**src/rtl/grid_interact_arbiter_if.sv**
```systemverilog
// Player-side request/response bundle for the interact arbiter.
interface grid_interact_arbiter_if #(
  parameter int unsigned OBJ_W = 4
) ();
  logic [1:0]            req_valid;
  logic [1:0]            req_ready;
  logic [1:0][3:0]       req_x;
  logic [1:0][2:0]       req_y;
  logic [1:0][1:0]       req_dir;
  logic [1:0][OBJ_W-1:0] req_held;
  logic [1:0]            resp_valid;
  logic [OBJ_W-1:0]      resp_held;
  logic [1:0]            resp_status;

  // Players drive requests and consume responses.
  modport master (
    output req_valid, req_x, req_y, req_dir, req_held,
    input  req_ready, resp_valid, resp_held, resp_status
  );

  // The arbiter accepts requests and produces responses.
  modport slave (
    input  req_valid, req_x, req_y, req_dir, req_held,
    output req_ready, resp_valid, resp_held, resp_status
  );
endinterface

```
**src/rtl/grid_interact_arbiter.sv**
```systemverilog
// Serialises both players' interact requests onto the single object-grid port:
// resolves the front cell, does a read-modify-write and returns the new held object.
module grid_interact_arbiter #(
  parameter int unsigned GRID_W = 13,
  parameter int unsigned GRID_H = 8,
  parameter int unsigned OBJ_W  = 4
) (
  input  logic                   clk_in,
  input  logic                   rstn_in,
  grid_interact_arbiter_if.slave ply,
  output logic [3:0]             rd_x,
  output logic [2:0]             rd_y,
  input  logic [OBJ_W-1:0]       rd_data,
  output logic                   wr_en,
  output logic [3:0]             wr_x,
  output logic [2:0]             wr_y,
  output logic [OBJ_W-1:0]       wr_data
);
  localparam int unsigned X_W = 4;
  localparam int unsigned Y_W = 3;
  localparam int unsigned C_W = 5;

  localparam logic signed [C_W-1:0] GRID_W_S = C_W'(GRID_W);
  localparam logic signed [C_W-1:0] GRID_H_S = C_W'(GRID_H);
  localparam logic signed [C_W-1:0] ONE_S    = C_W'(1);

  localparam logic [OBJ_W-1:0] G_EMPTY         = OBJ_W'(0);
  localparam logic [OBJ_W-1:0] G_ONION_WHOLE   = OBJ_W'(1);
  localparam logic [OBJ_W-1:0] G_ONION_CHOPPED = OBJ_W'(2);
  localparam logic [OBJ_W-1:0] G_BOWL_EMPTY    = OBJ_W'(3);
  localparam logic [OBJ_W-1:0] G_BOWL_FULL     = OBJ_W'(4);
  localparam logic [OBJ_W-1:0] G_POT_EMPTY     = OBJ_W'(5);
  localparam logic [OBJ_W-1:0] G_POT_RAW       = OBJ_W'(6);
  localparam logic [OBJ_W-1:0] G_POT_COOKED    = OBJ_W'(7);
  localparam logic [OBJ_W-1:0] G_POT_FIRE      = OBJ_W'(8);
  localparam logic [OBJ_W-1:0] G_FIRE          = OBJ_W'(9);
  localparam logic [OBJ_W-1:0] G_EXTINGUISHER  = OBJ_W'(10);

  localparam logic [1:0] DIR_LEFT  = 2'd0;
  localparam logic [1:0] DIR_RIGHT = 2'd1;
  localparam logic [1:0] DIR_UP    = 2'd2;
  localparam logic [1:0] DIR_DOWN  = 2'd3;

  localparam logic [1:0] ST_NOP   = 2'd0;
  localparam logic [1:0] ST_PICK  = 2'd1;
  localparam logic [1:0] ST_PLACE = 2'd2;
  localparam logic [1:0] ST_OOB   = 2'd3;

  typedef enum logic [1:0] {S_IDLE, S_RD, S_EX, S_RSP} state_t;

  state_t           state;
  logic             last_grant;
  logic             player;
  logic             oob;
  logic [OBJ_W-1:0] held;
  logic [1:0]       ready;
  logic [1:0]       resp_valid;
  logic [OBJ_W-1:0] resp_held;
  logic [1:0]       resp_status;

  logic [1:0]              grant_c;
  logic [1:0]              accept_c;
  logic                    acc_id_c;
  logic signed [C_W-1:0]   cand_x_c;
  logic signed [C_W-1:0]   cand_y_c;
  logic                    oob_c;
  logic [OBJ_W-1:0]        new_held_c;
  logic [OBJ_W-1:0]        new_cell_c;
  logic [1:0]              status_c;
  logic                    held_is_pot_c;
  logic                    cell_pickable_c;

  assign ply.req_ready   = ready;
  assign ply.resp_valid  = resp_valid;
  assign ply.resp_held   = resp_held;
  assign ply.resp_status = resp_status;

  assign accept_c = ply.req_valid & ready;
  assign acc_id_c = accept_c[1];

  // Round-robin grant: a lone requester wins, a tie goes to the player not granted last.
  always_comb begin
    grant_c = 2'b00;
    unique case (ply.req_valid)
      2'b01:   grant_c = 2'b01;
      2'b10:   grant_c = 2'b10;
      2'b11:   grant_c = last_grant ? 2'b01 : 2'b10;
      default: grant_c = 2'b00;
    endcase
  end

  // Front cell of the accepting player at signed width so edges never wrap.
  always_comb begin
    cand_x_c = $signed({{(C_W-X_W){1'b0}}, ply.req_x[acc_id_c]});
    cand_y_c = $signed({{(C_W-Y_W){1'b0}}, ply.req_y[acc_id_c]});
    unique case (ply.req_dir[acc_id_c])
      DIR_LEFT:  cand_x_c = cand_x_c - ONE_S;
      DIR_RIGHT: cand_x_c = cand_x_c + ONE_S;
      DIR_UP:    cand_y_c = cand_y_c - ONE_S;
      DIR_DOWN:  cand_y_c = cand_y_c + ONE_S;
      default:   cand_x_c = cand_x_c;
    endcase
    oob_c = cand_x_c[C_W-1] || (cand_x_c >= GRID_W_S) ||
            cand_y_c[C_W-1] || (cand_y_c >= GRID_H_S);
  end

  // Interaction rules on (held, cell); first match wins, default leaves both untouched.
  always_comb begin
    new_held_c      = held;
    new_cell_c      = rd_data;
    status_c        = ST_NOP;
    held_is_pot_c   = (held == G_POT_EMPTY) || (held == G_POT_RAW) ||
                      (held == G_POT_COOKED) || (held == G_POT_FIRE);
    cell_pickable_c = (rd_data == G_ONION_WHOLE) || (rd_data == G_ONION_CHOPPED) ||
                      (rd_data == G_BOWL_EMPTY) || (rd_data == G_BOWL_FULL) ||
                      (rd_data == G_EXTINGUISHER);
    if (held == G_EMPTY && cell_pickable_c) begin
      new_held_c = rd_data;
      new_cell_c = G_EMPTY;
      status_c   = ST_PICK;
    end else if (held == G_ONION_CHOPPED && rd_data == G_POT_EMPTY) begin
      new_held_c = G_EMPTY;
      new_cell_c = G_POT_RAW;
      status_c   = ST_PLACE;
    end else if (held == G_BOWL_EMPTY && rd_data == G_POT_COOKED) begin
      new_held_c = G_BOWL_FULL;
      new_cell_c = G_POT_EMPTY;
      status_c   = ST_PLACE;
    end else if (held == G_EXTINGUISHER && rd_data == G_FIRE) begin
      new_held_c = G_EXTINGUISHER;
      new_cell_c = G_EMPTY;
      status_c   = ST_PLACE;
    end else if (held == G_EXTINGUISHER && rd_data == G_POT_FIRE) begin
      new_held_c = G_EXTINGUISHER;
      new_cell_c = G_POT_EMPTY;
      status_c   = ST_PLACE;
    end else if (held != G_EMPTY && rd_data == G_EMPTY &&
                 held != G_FIRE && !held_is_pot_c) begin
      new_held_c = G_EMPTY;
      new_cell_c = held;
      status_c   = ST_PLACE;
    end
  end

  // Request FSM: accept, read the front cell, evaluate, then pulse write and response.
  always_ff @(posedge clk_in or negedge rstn_in) begin
    if (!rstn_in) begin
      state       <= S_IDLE;
      last_grant  <= 1'b1;
      ready       <= 2'b00;
      player      <= 1'b0;
      oob         <= 1'b0;
      held        <= '0;
      rd_x        <= '0;
      rd_y        <= '0;
      wr_en       <= 1'b0;
      wr_x        <= '0;
      wr_y        <= '0;
      wr_data     <= '0;
      resp_valid  <= 2'b00;
      resp_held   <= '0;
      resp_status <= 2'b00;
    end else begin
      wr_en      <= 1'b0;
      resp_valid <= 2'b00;
      unique case (state)
        S_IDLE: begin
          if (|accept_c) begin
            ready      <= 2'b00;
            player     <= acc_id_c;
            last_grant <= acc_id_c;
            held       <= ply.req_held[acc_id_c];
            oob        <= oob_c;
            rd_x       <= oob_c ? '0 : X_W'(cand_x_c);
            rd_y       <= oob_c ? '0 : Y_W'(cand_y_c);
            state      <= S_RD;
          end else begin
            ready <= grant_c;
          end
        end
        S_RD: state <= S_EX;
        S_EX: begin
          state      <= S_RSP;
          resp_valid <= player ? 2'b10 : 2'b01;
          if (oob) begin
            resp_held   <= held;
            resp_status <= ST_OOB;
          end else begin
            resp_held   <= new_held_c;
            resp_status <= status_c;
            wr_en       <= (status_c == ST_PICK) || (status_c == ST_PLACE);
            wr_x        <= rd_x;
            wr_y        <= rd_y;
            wr_data     <= new_cell_c;
          end
        end
        S_RSP: begin
          state <= S_IDLE;
          ready <= grant_c;
        end
        default: state <= S_IDLE;
      endcase
    end
  end
endmodule

```
**src/flat_wrapper.sv**
```systemverilog
// flat-port wrapper written by rule: the top's interface ports become plain ports
module grid_interact_arbiter_flat 
#(
  parameter int unsigned GRID_W = 13,
  parameter int unsigned GRID_H = 8,
  parameter int unsigned OBJ_W  = 4
)
  (clk_in, rstn_in, rd_x, rd_y, rd_data, wr_en, wr_x, wr_y, wr_data, ply_req_valid, ply_req_x, ply_req_y, ply_req_dir, ply_req_held, ply_req_ready, ply_resp_valid, ply_resp_held, ply_resp_status);
  grid_interact_arbiter_if #(.OBJ_W(OBJ_W)) ply_i ();
  input  logic clk_in;
  input  logic rstn_in;
  output logic [3:0] rd_x;
  output logic [2:0] rd_y;
  input  logic [OBJ_W-1:0] rd_data;
  output logic wr_en;
  output logic [3:0] wr_x;
  output logic [2:0] wr_y;
  output logic [OBJ_W-1:0] wr_data;
  input wire logic [$bits(ply_i.req_valid)-1:0] ply_req_valid;
  input wire logic [$bits(ply_i.req_x)-1:0] ply_req_x;
  input wire logic [$bits(ply_i.req_y)-1:0] ply_req_y;
  input wire logic [$bits(ply_i.req_dir)-1:0] ply_req_dir;
  input wire logic [$bits(ply_i.req_held)-1:0] ply_req_held;
  output wire logic [$bits(ply_i.req_ready)-1:0] ply_req_ready;
  output wire logic [$bits(ply_i.resp_valid)-1:0] ply_resp_valid;
  output wire logic [$bits(ply_i.resp_held)-1:0] ply_resp_held;
  output wire logic [$bits(ply_i.resp_status)-1:0] ply_resp_status;
  assign ply_i.req_valid = ply_req_valid;
  assign ply_i.req_x = ply_req_x;
  assign ply_i.req_y = ply_req_y;
  assign ply_i.req_dir = ply_req_dir;
  assign ply_i.req_held = ply_req_held;
  assign ply_req_ready = ply_i.req_ready;
  assign ply_resp_valid = ply_i.resp_valid;
  assign ply_resp_held = ply_i.resp_held;
  assign ply_resp_status = ply_i.resp_status;
  grid_interact_arbiter #(.GRID_W(GRID_W), .GRID_H(GRID_H), .OBJ_W(OBJ_W)) u_core (.clk_in(clk_in), .rstn_in(rstn_in), .ply(ply_i), .rd_x(rd_x), .rd_y(rd_y), .rd_data(rd_data), .wr_en(wr_en), .wr_x(wr_x), .wr_y(wr_y), .wr_data(wr_data));
endmodule
```
**config.mk**
```make
export PLATFORM = sky130hd
export DESIGN_NAME = grid_interact_arbiter_flat
export DESIGN_NICKNAME = d
export VERILOG_FILES = /design/src/rtl/grid_interact_arbiter_if.sv /design/src/rtl/grid_interact_arbiter.sv /design/src/flat_wrapper.sv
export SDC_FILE = /design/constraint.sdc
export NUM_CORES = 1
export LEC_CHECK = 0
export BUFFER_PORTS_ARGS = -buffer_cell sky130_fd_sc_hd__buf_2
export CAP_MARGIN = 15
export CORE_MARGIN = 2
export CORE_UTILIZATION = 58
export DETAILED_ROUTE_END_ITERATION = 7
export GPL_TIMING_DRIVEN = 0
export MAX_ROUTING_LAYER = met4
export PLACE_DENSITY = 0.86
export SYNTH_ARGS = -nofsm -noshare
export SYNTH_HDL_FRONTEND = slang
export SYNTH_SLANG_ARGS = --single-unit
```
**constraint.sdc**
```tcl
create_clock -name clk_in -period 5.3 [get_ports clk_in]
set_input_delay 1.06 -clock clk_in [delete_from_list [all_inputs] [get_ports clk_in]]
set_output_delay 1.06 -clock clk_in [all_outputs]
set_load 0.05 [all_outputs]
```
==> impl_metrics.toml <==
[status]
status = "finished clean"

[floorplan]
start_util_pct = 59.78
die_area_um2 = 5007
die_x_um = 70.76
ioPinCount = 63
fp.coreArea_um2 = 4324
fp.dieH_um = 70.76
rows = 24

[min_path]
hp-start = "u_core.player"
min_path_cells = 1
hold_path.class = "reg -> reg"

[placement]
finalWeightedCongestion = 0.9122
dp_hpwl_mm = 4.419
dp.cells = 383
numPortBuffers = 61

[setup_path]
r2r-end = "u_core.rd_x[1]"
cp-start-kind = "input pin"
reg2reg_slack_ps = 2480
setup.worst_path.end_class = "flip-flop"
critPathLaunch = "ply_req_dir[1]"
crit_fanout = 6
critPathArrivalTime_ps = 3360
cp-endpoint = "u_core.rd_x[1]"
r2r_cells = 11
worstSetupPathType = "in -> reg"
timing.rr.start = "u_core.ply.req_ready[1]"
cp_data_required_time_ps = 5490

[logic_synthesis]
syn_nets = 313
synth_top_area_share_pct = 35.82
ys_seq_area_share_pct = 36.83
syn_area_um2 = 2585
synth.largest_area_cell = "dfrtp_1"
ys_ff_latch = 38
synth_area_leaders = "dfrtp_1 36%, mux2i_1 4.6%, nand2_1 4.6%"
synth-xor-area-share_pct = 3.049
synth_simple_gate_area_share_pct = 17.96
synthAdderAreaFrac_pct = 4.356
muxShareOfSynthArea_pct = 8.277
netlist_instances = 270
yosys_most_used_dff = "dfrtp_1"
yosysUniqueCellTypes = 61
synth_edf_count = 0
synth_top_family_by_area = "compound AO/OA/AOI/OAI gates"
synth_compound_area_share_pct = 24.69
postSynth.asyncResetShare_pct = 100.0
ys.warnings.count = 0
syn_avg_cell_area_um2 = 9.574

[sta]
post-route-period-util_pct = 59.80
setup_viol = 0
period_minus_slack_ps = 3169
tightest_slew_ps = 831.6
slew_viol_final = 0
final.setup.tns_ps = 0
hold_violations = 0
rsz0062_at_grt = "false"
slew_headroom_pct = 44.56
fmax_mhz = 315.5
clock_skew_ps = 7.471

[routing]
ant_nets = 0
wirelength_mm = 5.810
dr_total_vias = 2320
wl_per_cell_um = 14.86
first_pass_iters = 5
drtIter0Drc = 98
drc_errors = 0
via_per_inst = 5.934

[grt]
gr-total-overflow = 0
antenna_found_initial = 0
track_usage_pct = 25.17
use_met3_pct = 4.131
grt_pass1_wl_mm = 9.832
grt-busiest-layer = "met2"
grt_pass1_vias = 2130
grt_max_degree = 39
grtUsageMet1_pct = 30.19
use_met2_pct = 43.93

[cells_and_area]
fin_nets = 381
layout-drive-gt1-share_pct = 30.38
instances_no_fill = 391
mostFrequentLayoutCells = "62 x buf_2, 37 x dfrtp_1, 32 x nand2_1"
antennaDiodeCount = 0
syn2layout_area_growth_pct = 18.01
final_common_cell = "buf_2"

[power]
power_density_nw_per_um2 = 571.8
ir_drop_uv = 314.5
leakagePower_nw = 1.522

[clocking]
clockRootBuffer = "clkbuf_8"
postCtsResizedCells = 0
clk_latency_ps = 290
htreeDepth = 2
post-cts-setup-buffer-count = 0
cts_hold_buf = 0
cts_tree = "built"
cts_buffers = 5
clkTransAtPathRegs_ps = 70
cts.sinks = 38
clockBufferDepth = 2

[run]
cap_viol_max_count = 0
## cell type report
class	instances	area (µm²)
sequential	38	952.2
multi-input combinational	206	1508
tap	52	65.06
clock inverter	2	12.51
timing repair buffer	61	305.3
buffer	16	87.58
fill	336	1274
inverter	10	37.54
clock buffer	6	82.58
## metal layers
layer	share of wire, %	vias to the layer above
met1	42	1121
met3	3.5	5
met5	0	-
met4	1.2	0
li1	-	1139
met2	54	55
## power breakdown
group          switching [mW]  internal [mW]
registers              0.0866          0.422
logic                   0.699          0.329
clock network           0.104          0.104
total                   0.889          0.855
## worst min-delay path by stage
| stage | to | slack [ps] |
|---|---|---|
| floorplan | u_core.ply.resp_valid[0] | 420 |
| global placement | u_core.ply.resp_valid[0] | 450 |
| detailed placement | u_core.ply.resp_valid[0] | 460 |
| CTS | u_core.ply.resp_valid[0] | 470 |
| global route | u_core.ply.resp_valid[0] | 500 |
| finish | u_core.ply.resp_valid[0] | 460 |
## state kept, by name, indices dropped and copies added (netlist names), 3 cells and up
name                  cells
u_core.wr_y               3
u_core.wr_data            4
u_core.held               4
u_core.rd_x               4
u_core.wr_x               4
u_core.rd_y               3
u_core.ply.resp_held      4
## worst max-delay path, stage by stage
cell and delay (ps):
buf_2 140, nand2b_1 210, mux2_4 330, xor2_1 170, ha_1 250, a311oi_2 230
xnor2_1 120, o211a_1 240, and3_4 180, buf_6 130, o41ai_2 310
## cells by family after synthesis
kind of cell	after synthesis
and+or+nand+nor	87
AOI/OAI and AO/OA	81
DFF	38
buffers and inverters	26
muxes	20
xor gates and xnor gates	9
adders and majority gates	9
## Yosys cell counts, drive strengths merged, types with 3 or more instances
cell,number
nand2b,7
o211ai,3
mux2i,12
a31oi,9
and3,4
a21oi,11
nand2,33
nand4,3
inv,10
o41ai,8
xor2,3
nor2,15
and4b,4
or2,4
ha,9
xnor2,6
o31ai,5
o21ai,15
a22o,3
mux2,8
a21o,7
dfrtp,37
buf,5
clkbuf,11
## metrics by stage
stage               total power [mW]  cell area, µm²  hold slack, ps  util, %  worst slack, ps
floorplan                      1.305            2585           417.8        -             2159
global placement               1.512            2955           446.8    68.34             1862
detailed placement             1.538            2955           455.5    68.34             1823
CTS                            1.749            3050           465.1    70.54             2122
global route                   1.851            3050           500.2    70.54             1975
finish                         1.744            3050           460.5    70.54             2131
(Power assumes the default switching activity.)
